--- config.mk ---
export PLATFORM = sky130hd
export DESIGN_NAME = ir_field_decoder
export DESIGN_NICKNAME = d
export VERILOG_FILES = /design/src/rtl/ir_field_decoder.sv
export SDC_FILE = /design/constraint.sdc
export NUM_CORES = 1
export LEC_CHECK = 0
export ABC_AREA = 1
export BUFFER_PORTS_ARGS = -buffer_cell sky130_fd_sc_hd__clkbuf_2
export CORE_MARGIN = 1.5
export CORE_UTILIZATION = 39
export CTS_CLUSTER_DIAMETER = 150
export DETAILED_ROUTE_END_ITERATION = 10
export GPL_TIMING_DRIVEN = 0
export MAX_ROUTING_LAYER = met4
export PLACE_DENSITY = 0.82
export SLEW_MARGIN = 20
export SYNTH_ARGS = -nofsm -noshare
export SYNTH_HDL_FRONTEND = slang
export SYNTH_SLANG_ARGS = --single-unit
--- constraint.sdc ---
create_clock -name clk -period 1.6 [get_ports clk]
set_input_delay 0.16 -clock clk [delete_from_list [all_inputs] [get_ports clk]]
set_output_delay 0.16 -clock clk [all_outputs]
set_load 0.02 [all_outputs]
--- src/rtl/ir_field_decoder.sv ---
// Instruction register with field split for the multicycle MIPS datapath.
// Latency: MEM_LATENCY+1 edges from ir_write to instr_valid; all fields are registered.
// Backpressure: none; ir_write during WAIT is dropped and busy flags the pending load.
module ir_field_decoder #(
    parameter int MEM_LATENCY = 1
) (
    input  logic        clk,
    input  logic        reset,
    input  logic        ir_write,
    input  logic [31:0] mem_data_in,
    output logic        busy,
    output logic        instr_valid,
    output logic [31:0] instr_out,
    output logic [5:0]  opcode,
    output logic [4:0]  rs,
    output logic [4:0]  rt,
    output logic [4:0]  rd,
    output logic [4:0]  shamt,
    output logic [5:0]  funct,
    output logic [15:0] immediate,
    output logic [25:0] index26,
    output logic [31:0] imm_sext,
    output logic [31:0] imm_zext,
    output logic [1:0]  fmt
);

    typedef enum logic [1:0] {
        IDLE  = 2'd0,
        WAIT  = 2'd1,
        VALID = 2'd2
    } state_t;

    localparam bit          ZERO_LAT = (MEM_LATENCY == 0);
    localparam int          LOAD_INT = (MEM_LATENCY > 0) ? MEM_LATENCY - 1 : 0;
    localparam logic [2:0]  LOAD_CNT = LOAD_INT[2:0];

    state_t      state_q, state_d;
    logic [2:0]  cnt_q, cnt_d;
    logic [31:0] instr_q, instr_d;

    always_ff @(posedge clk) begin
        if (reset) begin
            state_q <= IDLE;
            cnt_q   <= 3'd0;
            instr_q <= 32'd0;
        end else begin
            state_q <= state_d;
            cnt_q   <= cnt_d;
            instr_q <= instr_d;
        end
    end

    always_comb begin
        state_d = state_q;
        cnt_d   = cnt_q;
        instr_d = instr_q;
        case (state_q)
            IDLE, VALID: begin
                // Old word stays on the outputs until the new one lands.
                if (ir_write) begin
                    if (ZERO_LAT) begin
                        instr_d = mem_data_in;
                        state_d = VALID;
                    end else begin
                        cnt_d   = LOAD_CNT;
                        state_d = WAIT;
                    end
                end
            end
            WAIT: begin
                if (cnt_q == 3'd0) begin
                    instr_d = mem_data_in;
                    state_d = VALID;
                end else begin
                    cnt_d = cnt_q - 3'd1;
                end
            end
            default: state_d = IDLE;
        endcase
    end

    assign busy        = (state_q == WAIT);
    assign instr_valid = (state_q == VALID);

    assign instr_out = instr_q;
    assign opcode    = instr_q[31:26];
    assign rs        = instr_q[25:21];
    assign rt        = instr_q[20:16];
    assign rd        = instr_q[15:11];
    assign shamt     = instr_q[10:6];
    assign funct     = instr_q[5:0];
    assign immediate = instr_q[15:0];
    assign index26   = instr_q[25:0];
    assign imm_sext  = {{16{instr_q[15]}}, instr_q[15:0]};
    assign imm_zext  = {16'h0000, instr_q[15:0]};

    always_comb begin
        fmt = 2'b01;
        if (instr_q[31:26] == 6'd0)
            fmt = 2'b00;
        else if (instr_q[31:26] == 6'd2 || instr_q[31:26] == 6'd3)
            fmt = 2'b10;
    end

endmodule

==> results by group <==
Global routing
  • Pin count of the biggest net entering global routing: 24
  • Number of global-route vias before repair: 1969
  • Initial antenna violation count: 0
  • First-pass GRT wire length: 8660 um
  • Total grt overflow: 0
  • All-Layer GR Usage: 0.171

Timing
  • Fin Setup TNS: 0 ps
  • Final hold slack: 101 ps
  • Clock skew: 9.46 ps
  • Post-layout min period: 1490 ps
  • Setup Viol. Count Final: 0
  • Peak Freq: 672 MHz
  • Unrepaired setup endpoints after global routing: no
  • Final Max Tran Viols: 0
  • Fin crit share: 0.930
  • Final Hold Fails: 0

Power and ir drop
  • Leakage power: 2.27 nW
  • Power per Cell Area: 860 nW/um^2
  • Peak supply drop: 521 uV

Layout
  • Nets@finish: 574
  • Area Growth Syn to Fin: 48.8%
  • # diodes: 0
  • Layout cell share with drive strength beyond 1: 0.648

CTS
  • Sink Count: 37
  • Hold-fix buffers, CTS: 0
  • Root Buffer: clkbuf_8
  • CTS tree: yes
  • Worst-path clk slew: 70 ps
  • # H-tree levels: 2
  • Clock Latency Late Sink: 280 ps
  • Num CTS Buffers: 5
  • Post-CTS Setup Inserts: 0
  • Post-CTS resize count: 1
  • Clk buf depth: 2

Route
  • DRC: 0
  • Max layer used: met4
  • WL met3: 506 um
  • Met1 Routed Length: 2300 um
  • Vias per cell: 3.97
  • 1st-pass router iterations: 4
  • First-iteration detailed-routing DRC count: 76
  • Drt total wl: 6170 um
  • DRT antenna net count: 0
  • Routed wire per std cell: 10.1 um
  • WL met2: 3280 um
  • Via Count: 2430

Place
  • PortBufs: 192
  • GPL Wtd Cong: 0.790
  • Post-DP HPWL: 5170 um

Synth
  • Post-synth EDFFs: 0
  • Commonest cells in the netlist: 138 x buf_4, 67 x nor2_1, 37 x dfxtp_1, 33 x o21ai_0, 11 x nand2_1
  • Yosys cell types: 20
  • Flops & latches, synth: 37
  • Mean post-synth cell area: 7.61 um^2
  • Post-synth ARST share: 0
  • Synth Cell Area: 2460 um^2
  • Synth area leaders: buf_4 42%, dfxtp_1 30%, nor2_1 10%
  • Area leader, netlist: buf_4
  • Cells after Synth: 323
  • Most common cell in the synthesized netlist: buf_4
  • Top_reg_cell synth: dfxtp_1
  • Register area share after synthesis: 0.301
  • Synth top area share: 0.421
  • Synth Warn #: 0

Worst hold path
  • Worst min-delay path class: in2reg
  • Worst hold path depth: 2

Floorplan
  • Core Footprint: 5990 um^2
  • Initial Util: 0.410
  • Core Rows: 28
  • Die outline height: 82.4 um
  • Die Wd: 82.4 um
  • Die area: 6790 um^2
  • I/O pins: 209

Run status
  • Status: completed

Worst setup path
  • R2R cell count: 6
  • Worst Setup Start Kind: flip-flop
  • CP Data Required Time: 1440 ps
  • CP Capture Type: output pin
  • Crit-path max cell delay: 340 ps
  • Worst-path maximum fanout: 4
  • CP Class: reg2out
  • Worst path cell trace: or2_2, nor3b_1, clkbuf_2
  • Crit path arrival time: 1330 ps
  • Critical path's slowest cell: dfxtp_1

Flow run
  • Maxcap violations: 0
## sequential cells by signal, summed over array words and instances (netlist names)
signal,flops
state_q,2
instr_out,32
cnt_q,3
## per-layer routing
layer	track usage	up-vias
li1	-	1268
met1	0.172	1046
met2	0.326	107
met3	0.0352	9
met4	0.0559	0
met5	-	-
## power by group
group / switching, mW / internal [mW]
logic: 0.768 / 0.629
registers: 0.112 / 0.996
clock network: 0.298 / 0.342
total: 1.18 / 1.97
## through the flow
step	setup slack [ps]	area (um^2)	instances	utilization	total power, mW
6_report	112	3660	612	0.610	3.14
5_1_grt	11.5	3660	612	0.610	3.34
4_1_cts	95.0	3660	612	0.610	3.19
3_5_place_dp	187	3570	605	0.596	2.54
3_3_place_gp	221	3570	605	0.596	2.51
2_1_floorplan	199	2510	338	-	2.12
## worst max-delay path, delay by kind of cell (launching register included)
family / cells / cell delay [ps]
AND/OR/NAND/NOR: 2 / 510
flip-flops: 1 / 340
buffers and inverters: 1 / 200
## logic make-up (layout without fill, tap and decap cells)
group                      after synthesis  after routing  share of synthesized area
buffers and inverters                  158            357                      0.462
and+or+nand+nor                         87             87                      0.148
adders and majority gates                2              2                     0.0102
DFF                                     37             37                      0.301
AOI/OAI and AO/OA                       38             38                     0.0774
other                                    1             16                    0.00153
## placed cells by master, fill, tap and decap left out, types with 6 or more instances in the layout
master,n
clkbuf_2,193
buf_4,138
nor2_1,67
dfxtp_1,36
o21ai_0,33
conb_1,16
nand2_1,11
inv_1,9
clkbuf_1,6
clkbuf_8,6
## path summary, 6_finish.rpt
kind | from | end | slack, ps
max reg2reg | cnt_q[0]$_SDFFE_PP0P_ | instr_out[11]$_SDFFE_PP0P_ | 180
max | instr_out[28]$_SDFFE_PP0P_ | fmt[1] | 110
min reg2reg | cnt_q[0]$_SDFFE_PP0P_ | cnt_q[0]$_SDFFE_PP0P_ | 430
min | reset | state_q[1]$_SDFFE_PP0P_ | 100
## layout make-up
class	instances	area, um^2
plain buffers	147	1090
clock buffers	7	86.3
fillers	528	2330
inverters	11	41.3
multi-input cells	143	639
flip-flops and latches	37	742
well taps	75	93.8
repair buffers	192	961
(Power assumes the default switching activity.)
